--- src/rtl/led_trail_pwm.sv ---
// led_trail_pwm: fading "comet trail" stage behind the 6-LED flow generator.
// A lit input LED is driven at full brightness. Once it goes dark, its
// brightness drops by DECAY_STEP on every decay tick, saturating at zero.
// Each channel is driven through a 255-clock PWM with a duty register that
// only reloads at the period boundary, so a period never changes mid-way.
// Enable=0 bypasses the PWM and drives the registered input pattern straight out.
// Optional feature macro: LED_TRAIL_GAMMA_EN selects a quadratic brightness curve
// for the duty reload. When it is undefined, the curve is linear.
module led_trail_pwm #(
  parameter int                    PWM_BITS   = 8,
  parameter logic [23:0]           DECAY_DIV  = 24'd1_349_999,
  parameter logic [PWM_BITS-1:0]   DECAY_STEP = 8'd64
) (
  input  logic       Clock,
  input  logic       Reset,
  input  logic [5:0] LED_in,
  input  logic       Enable,
  output logic [5:0] LED,
  output logic       Frame
);

  localparam logic [PWM_BITS-1:0] ZERO_B     = {PWM_BITS{1'b0}};
  localparam logic [PWM_BITS-1:0] ONE_B      = {{(PWM_BITS-1){1'b0}}, 1'b1};
  localparam logic [PWM_BITS-1:0] BRIGHT_MAX = {PWM_BITS{1'b1}};
  // The period is 255 clocks (0..254), so a duty of 255 stays high for the whole period.
  localparam logic [PWM_BITS-1:0] PWM_TOP    = BRIGHT_MAX - ONE_B;

  logic [5:0]          r_in_q;
  logic [PWM_BITS-1:0] r_bright [6];
  logic [PWM_BITS-1:0] r_duty   [6];
  logic [PWM_BITS-1:0] r_pwm_cnt;
  logic [23:0]         r_decay_cnt;
  logic [5:0]          r_led;
  logic                r_frame;

  logic                w_tick;
  logic                w_wrap;
  logic [PWM_BITS-1:0] w_bright_nxt [6];
  logic [PWM_BITS-1:0] w_shaped     [6];
  logic [5:0]          w_pwm_out;

  // Brightness-to-duty curve. It is applied only when the duty register reloads.
  function automatic logic [PWM_BITS-1:0] shape(input logic [PWM_BITS-1:0] b);
`ifdef LED_TRAIL_GAMMA_EN
    logic [2*PWM_BITS-1:0] v_sq;
    v_sq = ({{PWM_BITS{1'b0}}, b} * {{PWM_BITS{1'b0}}, b}) + {{PWM_BITS{1'b0}}, b};
    return v_sq[2*PWM_BITS-1:PWM_BITS];
`else
    return b;
`endif
  endfunction

  assign w_tick = (r_decay_cnt == DECAY_DIV);
  assign w_wrap = (r_pwm_cnt == PWM_TOP);

  // Per-channel next brightness (set beats decay), shaped duty and PWM compare.
  always_comb begin
    for (int i = 0; i < 6; i++) begin
      w_bright_nxt[i] = r_bright[i];
      if (r_in_q[i]) begin
        w_bright_nxt[i] = BRIGHT_MAX;
      end else if (w_tick) begin
        if (r_bright[i] >= DECAY_STEP) begin
          w_bright_nxt[i] = r_bright[i] - DECAY_STEP;
        end else begin
          w_bright_nxt[i] = ZERO_B;
        end
      end else begin
        w_bright_nxt[i] = r_bright[i];
      end
      w_shaped[i]  = shape(r_bright[i]);
      w_pwm_out[i] = (r_duty[i] > r_pwm_cnt);
    end
  end

  // Input register, PWM period counter and free-running decay counter.
  always_ff @(posedge Clock) begin
    if (Reset) begin
      r_in_q      <= 6'd0;
      r_pwm_cnt   <= ZERO_B;
      r_decay_cnt <= 24'd0;
    end else begin
      r_in_q <= LED_in;
      if (w_wrap) begin
        r_pwm_cnt <= ZERO_B;
      end else begin
        r_pwm_cnt <= r_pwm_cnt + ONE_B;
      end
      if (w_tick) begin
        r_decay_cnt <= 24'd0;
      end else begin
        r_decay_cnt <= r_decay_cnt + 24'd1;
      end
    end
  end

  // Brightness update every clock. The duty registers reload from the pre-update
  // brightness only on the 254->0 wrap.
  always_ff @(posedge Clock) begin
    if (Reset) begin
      for (int i = 0; i < 6; i++) begin
        r_bright[i] <= ZERO_B;
        r_duty[i]   <= ZERO_B;
      end
    end else begin
      for (int i = 0; i < 6; i++) begin
        r_bright[i] <= w_bright_nxt[i];
        if (w_wrap) begin
          r_duty[i] <= w_shaped[i];
        end else begin
          r_duty[i] <= r_duty[i];
        end
      end
    end
  end

  // Registered outputs: PWM or bypass select, and the period-start pulse.
  always_ff @(posedge Clock) begin
    if (Reset) begin
      r_led   <= 6'd0;
      r_frame <= 1'b0;
    end else begin
      if (Enable) begin
        r_led <= w_pwm_out;
      end else begin
        r_led <= r_in_q;
      end
      r_frame <= (r_pwm_cnt == ZERO_B);
    end
  end

  assign LED   = r_led;
  assign Frame = r_frame;

endmodule

--- config.mk ---
export PLATFORM = sky130hd
export DESIGN_NAME = led_trail_pwm
export DESIGN_NICKNAME = d
export VERILOG_FILES = /design/src/rtl/led_trail_pwm.sv
export SDC_FILE = /design/constraint.sdc
export NUM_CORES = 1
export LEC_CHECK = 0
export ABC_AREA = 1
export CAP_MARGIN = 15
export CORE_ASPECT_RATIO = 1.1
export CORE_MARGIN = 2
export CORE_UTILIZATION = 59
export CTS_CLUSTER_DIAMETER = 80
export CTS_CLUSTER_SIZE = 30
export DETAILED_ROUTE_END_ITERATION = 16
export PLACE_DENSITY = 0.85
export SLEW_MARGIN = 20
export SYNTH_ARGS = -nofsm -noshare
export SYNTH_HDL_FRONTEND = slang
export SYNTH_SLANG_ARGS = --single-unit
--- constraint.sdc ---
create_clock -name Clock -period 4 [get_ports Clock]
set_clock_uncertainty 0.15 [all_clocks]
set_input_delay 0.8 -clock Clock [delete_from_list [all_inputs] [get_ports Clock]]
set_output_delay 0.8 -clock Clock [all_outputs]
set_load 0.05 [all_outputs]
---- After elaboration in Yosys (flattened, before gate mapping) ----
Memory sizes are Yosys's and may differ from the RTL's.
Cells that the tools add are included.
Widths: inputs -> output; s select.
storage, ports and cells
  memories kept ........................... 2
  register bits ........................... 45
  logic and storage cells ................. 96
  bits of input ports ..................... 9
  output and inout port bits .............. 7
  bits in writable memories ............... 96
memories
  memory    words  width  read ports  clocked after memory_dff  wr ports  line  RTL
  r_bright  6      8      6           0                         6         29    logic [PWM_BITS-1:0] r_bright [6];
  r_duty    6      8      6           0                         6         30    logic [PWM_BITS-1:0] r_duty [6];
cells by class
  multiplexer cells ....................... 46
  $add $sub $neg .......................... 8
  equal/unequal tests ..................... 2
  reduce and logical (&&, ||, !) cells .... 3
  bitwise logic cells ..................... 18
  $lt $le $gt $ge ......................... 12
operators with widths
  cell                   number
  $mux 8                 36
  $ge 8x7->1 const B     6
  $gt 8x8->1             6
  $sub 8x7->8 const B    6
  $add 24x1->24 const B  1
  $eq 24x21->1 const B   1
  $or 1x1->1             18
  $mux 1                 9
  $add 8x1->8 const B    1
  $eq 8x8->1 const B     1
  $logic_not 8->1        1
  $mux 6                 1
  $reduce_or 2->1        2

---- Longest topological paths before layout ----
Gate-level depths: netlist of the first run.
  depth after elaboration ................. 6
  gate-level depth with buffers ........... 10
  gate-level depth less buffers ........... 9

---- Least setup slack after synthesis of the first run ----
OpenSTA, ideal clock, no wires.
  path type ............................... input port to flip-flop
  start point ............................. in Reset
  end point ............................... mem r_duty[0][5], enable pin
  library setup time ...................... 0.381 ns
  data required time ...................... 3.469 ns
  slack ................................... 1.737 ns
  cell stages on the path ................. 3
  data arrival time ....................... 1.732 ns
  cells stage by stage .................... clkbuf_1 -> inv_2 -> nand2_1
RTL lines
  element             line  RTL
  start: declaration  15    input logic Reset,
  end: declaration    30

---- Worst setup path in the final report of the first run ----
  start point ............................. reg r_led[1] (netlist: LED[1])
  end point ............................... out LED[1]
RTL lines
  element                   line  RTL
  start: declaration        33    logic [5:0] r_led;
  start signal: assignment  124   r_led <= w_pwm_out;
  start signal: assignment  126   r_led <= r_in_q;
  end: declaration          18    output logic [5:0] LED,
No word-level cell between the ends.

==> flow_metrics.tcl, run 1 <==
set metrics [dict create \
    outcome "complete, no violations" \
    clkPwrFrac_pct 37.5 \
    crit_path_end_kind "output pin" \
    switchingPower_w 0.000453 \
    clock_latency_ns 0.36 \
    cts_tree "yes" \
    grt_pass1_vias 3495 \
    nets 638 \
    vias_per_cell 5.54 \
    ctsResizeCount 0 \
    cp.arrival_ns 1.51 \
    setup_viol 0 \
    grt_overflow 0 \
    cp_slowest_cell "clkdlybuf4s50_1" \
    n_antenna_cell 0 \
    fmax_ghz 0.406 \
    ys_types 34 \
    max_slew_margin_pct 34.9 \
    drive_gt1_share_pct 6.70 \
    numCtsBuffers 9 \
    cts_root_buf "clkbuf_8" \
    fin_setup_tns_ns 0 \
    cts_buffer_depth 2 \
    drv_cap 0 \
    io_buffers 15 \
    p_leak_nw 1.98 \
    power.density_nw_per_um2 361 \
    dp_hpwl_um 6800 \
    crit_chain "clkdlybuf4s50_1" \
    grt_first_pass_wirelength_um 15400 \
    critical_path_class "reg -> out" \
    synth_nets 617 \
    rsz0062_at_grt "false" \
    post_drt_wl_per_cell_um 13.8 \
    cp.required_ns 3.05 \
    p_seq_share_pct 51.2 \
    synth_top_area_share_pct 28.5 \
    seq_area_frac_synth_pct 40.7 \
    antenna_found_initial 0 \
    synth_area_sq_um 4430 \
    die_w_um 86.6 \
    max_stage_delay_ns 0.81 \
    syn_to_final_growth_pct 9.77 \
    synth.largest_area_cell "dfxtp_1" \
    internal_power_w 0.00130 \
    routed-via-count 3708 \
    core-area_sq_um 7350 \
    wirelength_um 9200 \
    postCtsHoldBufs 0 \
    clk_pin_slew_ns 0.08 \
    ys_ff_latch 81 \
    postCtsSetupBuffers 0 \
    vdd_drop_max_mv 0.234 \
    start_util_pct 60.3 \
    tightestPinTransition_ns 0.974 \
    drcViolationCount 0 \
    r2r_slack_ns 1.72 \
    hold_path.class "reg -> reg" \
    netlist_instances 556 \
    io_pins 16 \
    synth_most_common_cell "nand2_1" \
    ant_nets 0 \
    avgSynthCellArea_sq_um 7.97 \
    cts_htree_levels 3 \
    p_sw_share_pct 25.8 \
    clock-sinks 81 \
    synth-edff-count 18 \
    drtPass1Iterations 5 \
    dieArea_sq_um 8220 \
    finalCriticalPeriod_ns 2.46 \
    row_count 33 \
    fin_hold_ws_ns 0.331 \
    report.final.slew_viol_count 0 \
    fin_crit_sh_pct 61.6 \
    yosysWarnings 0 \
    async_flop_share_pct 0 \
    start_kind "flip-flop" \
    cp_max_fo 1 \
    crit_buf_inv 1 \
    hold_viol 0 \
    critPathTopFamily "buffers and inverters" \
    grt_usage_pct 23.7 \
    grt_max_degree 27 \
    fillers 590 \
    synth.area.top_cells "dfxtp_1, ha_1, edfxtp_1" \
    die_height_um 94.9 \
    drt_iter0_drc 215 \
    finalWeightedCongestion 0.875 \
    pwr-share-comb_pct 11.4 \
    synth_top_cells_by_count "nand2_1, nor2_1, inv_1, dfxtp_1, ha_1" \
    synth_ff_type "dfxtp_1" \
]
-- power groups by stage --
stage,Clock [W],Sequential [W],Combinational [W]
floorplan,0,0.000931,0.000128
CTS,0.000660,0.000898,0.000201
finish,0.000658,0.000899,0.000200
global route,0.000692,0.000903,0.000231
global placement,0,0.000915,0.000187
detailed placement,0,0.000918,0.000199
-- metal layers --
layer	global-route usage, %	wire length (um)
met5	0	0
met4	9.51	155
met3	3.15	341
met2	43.1	4650
met1	28.0	4050
-- placed cells by master, fill, tap and decap left out, types with 9 or more instances in the layout --
| master | n |
|---|---|
| ha_1 | 52 |
| a21oi_1 | 45 |
| inv_1 | 68 |
| nor2_1 | 79 |
| clkbuf_8 | 9 |
| nand2_1 | 98 |
| o21ai_0 | 20 |
| nand3_1 | 30 |
| clkdlybuf4s50_1 | 15 |
| nand4_1 | 14 |
| edfxtp_1 | 18 |
| dfxtp_1 | 63 |
-- stage by stage --
step / instances / instance area (sq um) / power (W) / util, % / setup slack [ns]
6_report: 669 / 4860 / 0.00176 / 66.2 / 1.54
4_1_cts: 669 / 4860 / 0.00176 / 66.2 / 1.55
5_1_grt: 669 / 4860 / 0.00183 / 66.2 / 1.51
3_5_place_dp: 653 / 4650 / 0.00112 / 63.2 / 1.30
2_1_floorplan: 556 / 4430 / 0.00106 / - / 1.74
3_3_place_gp: 653 / 4650 / 0.00110 / 63.2 / 1.36
-- worst register-to-register path: cells and delay by family, from the launching register on --
kind | cells | cell delay [ns]
AND/OR/NAND/NOR | 2 | 0.70
flip-flops | 1 | 0.61
adder cells (fa/ha/maj) | 1 | 0.22
buffers and inverters | 1 | 0.13
-- cell families (layout without fill, tap and decap cells) --
kind of cell	Yosys count	in the layout	synth area share [%]
adder cells (fa/ha/maj)	52	52	14.7
XOR/XNOR	6	6	1.19
flip-flops	81	81	40.7
AND/OR/NAND/NOR	250	250	25.7
AO/OA/AOI/OAI	85	85	10.2
buffers and inverters	82	108	7.59
-- worst paths after layout --
path                                 to  depth (start not counted)                        from
min reg2reg  r_decay_cnt[23]$_SDFF_PP0_                          2  r_decay_cnt[23]$_SDFF_PP0_
max                              LED[1]                          1           LED[1]$_SDFF_PP0_
min          r_decay_cnt[23]$_SDFF_PP0_                          2  r_decay_cnt[23]$_SDFF_PP0_
max reg2reg  r_duty[5][6]$_SDFFCE_PN0P_                          4     r_pwm_cnt[0]$_SDFF_PN0_
-- final cells by class --
type / instances / area [sq um] / area share (%)
Inverter: 76 / 285 / 5.86
Tap cell: 87 / 109 / 2.24
Clock buffer: 9 / 124 / 2.55
Sequential cell: 81 / 1800 / 37.0
Clock inverter: 7 / 93.8 / 1.93
Timing Repair Buffer: 16 / 158 / 3.24
Multi-Input combinational cell: 393 / 2290 / 47.1
-- sequential cells by signal, indices dropped and copies added (netlist names) --
name and cells:
r_decay_cnt 24, r_bright 18, r_duty 18, r_pwm_cnt 8, LED 6, r_in_q 6
Frame 1
Power figures use the tool's default switching activity.
==> run 2, diff against run 1 <==
CORE_UTILIZATION = 55   (was 59)
PLACE_DENSITY = 0.84   (was 0.85)
clock period = 2.15 ns   (was 4 ns; I/O delays follow)
==> flow_metrics.tcl, run 2 (synthesis results as in run 1) <==
set metrics [dict create \
    outcome "complete, no violations" \
    cts_tree "yes" \
    die_w_um 89.6 \
    clk_pin_slew_ns 0.08 \
    max_stage_delay_ns 0.81 \
    n_antenna_cell 0 \
    largest_reg_flops 24 \
    tightestPinTransition_ns 0.501 \
    grt_overflow 0 \
    postCtsHoldBufs 0 \
    crit_buf_inv 1 \
    largest_register "r_decay_cnt" \
    crit_path_end_kind "output pin" \
    nets 643 \
    cts_buffer_depth 2 \
    vias_per_cell 5.43 \
    place_area_sq_um 4710 \
    drt_iter0_drc 212 \
    utilization_pct 62.0 \
    crit_chain "clkdlybuf4s50_1" \
    vdd_drop_max_mv 0.314 \
    r2r_slack_ns 0.29 \
    grt_usage_pct 22.7 \
    clock_latency_ns 0.35 \
    drcViolationCount 0 \
    postCtsSetupBuffers 0 \
    power.density_nw_per_um2 624 \
    antenna_found_initial 0 \
    grt_max_degree 27 \
    dp_hpwl_um 7070 \
    report.final.slew_viol_count 0 \
    finalCriticalPeriod_ns 2.10 \
    routed-via-count 3775 \
    row_count 34 \
    grt_first_pass_wirelength_um 15800 \
    finalWeightedCongestion 0.860 \
    setup_viol 0 \
    cp.arrival_ns 1.52 \
    critical_path_class "reg -> out" \
    drv_cap 0 \
    mostFrequentLayoutCell "nand2_1" \
    critPathTopFamily "buffers and inverters" \
    fillers 671 \
    cp_max_fo 1 \
    io_buffers 15 \
    final_cell_mix "nand2_1, nor2_1, inv_1, dfxtp_1, ha_1" \
    clock-sinks 81 \
    numCtsBuffers 9 \
    grt_pass1_vias 3708 \
    top_regs "r_decay_cnt: 24 flops, r_bright: 18 flops, r_duty: 18 flops" \
    io_pins 16 \
    ant_nets 0 \
    drive_gt1_share_pct 7.16 \
    cp.required_ns 1.57 \
    hold_path.class "reg -> reg" \
    post_drt_wl_per_cell_um 13.4 \
    finish.instance_area_sq_um 4880 \
    fmax_ghz 0.475 \
    dieArea_sq_um 8790 \
    start_util_pct 56.3 \
    start_kind "flip-flop" \
    rsz0062_at_grt "false" \
    syn_to_final_growth_pct 10.1 \
    cts_root_buf "clkbuf_8" \
    hold_viol 0 \
    ctsResizeCount 0 \
    drtPass1Iterations 4 \
    cp_slowest_cell "clkdlybuf4s50_1" \
    fin_crit_sh_pct 97.9 \
    wirelength_um 9300 \
    max_slew_margin_pct 66.5 \
    die_height_um 98.1 \
    fin_setup_tns_ns 0 \
    core-area_sq_um 7870 \
    p_leak_nw 1.97 \
    cts_htree_levels 3 \
]
==> run 2: cell count changes in the layout (fill, tap and decap cells not counted), sizes merged <==
cell | previous run | this run
clkinv | 4 | 3
bufinv | 2 | 0
clkinvlp | 0 | 2
inv | 77 | 78
buf | 1 | 6
==> run 2: tightest hold or removal path: stages (launching register included) <==
cell     delay [ns]
dfxtp_1        0.32
nand2_1        0.07
a21oi_1        0.05
==> run 2: worst paths after layout <==
| path | cells past startpoint | start | endpoint |
|---|---|---|---|
| hold / removal | 2 | r_bright[5][4]$_SDFFE_PP0P_ | r_bright[5][4]$_SDFFE_PP0P_ |
| setup / recovery | 1 | LED[1]$_SDFF_PP0_ | LED[1] |
| hold reg to reg | 2 | r_bright[5][4]$_SDFFE_PP0P_ | r_bright[5][4]$_SDFFE_PP0P_ |
| setup reg to reg | 8 | r_decay_cnt[0]$_SDFF_PP0_ | r_bright[2][6]$_SDFFE_PP0P_ |
==> run 2: layout make-up <==
class	instances	area [sq um]	share of cell area, %
clock buffer	9	124	2.54
clock inverter	7	45.0	0.923
inverter	76	285	5.85
multi-input combinational	393	2290	47.0
sequential	81	1800	36.9
tap	108	135	2.77
timing repair buffer	21	195	4.00
==> run 2: routing by layer <==
layer | global-route usage [%] | wire, um | vias up
li1 | - | - | 1904
met1 | 25.3 | 3900 | 1765
met2 | 40.2 | 4900 | 83
met3 | 2.87 | 268 | 23
met4 | 12.7 | 237 | 0
met5 | 0 | 0 | -
==> run 2: report_power, final <==
part,leakage (nW),total [W],internal (W),switching [W]
Clock,0.0811,0.000992,0.000417,0.000575
Sequential,0.703,0.00167,0.00163,0.0000427
Combinational,1.19,0.000384,0.000151,0.000233
Total,1.97,0.00304,0.00219,0.000850
==> run 2: metrics by stage <==
| step | setup slack, ns | total power, W | instances | hold slack (ns) |
|---|---|---|---|---|
| floorplan | 0.257 | 0.00197 | 556 | 0.290 |
| global placement | 0.265 | 0.00206 | 679 | 0.301 |
| detailed placement | 0.232 | 0.00208 | 679 | 0.315 |
| CTS | 0.0303 | 0.00306 | 695 | 0.338 |
| global route | 0.0250 | 0.00318 | 695 | 0.352 |
| finish | 0.0459 | 0.00304 | 695 | 0.335 |
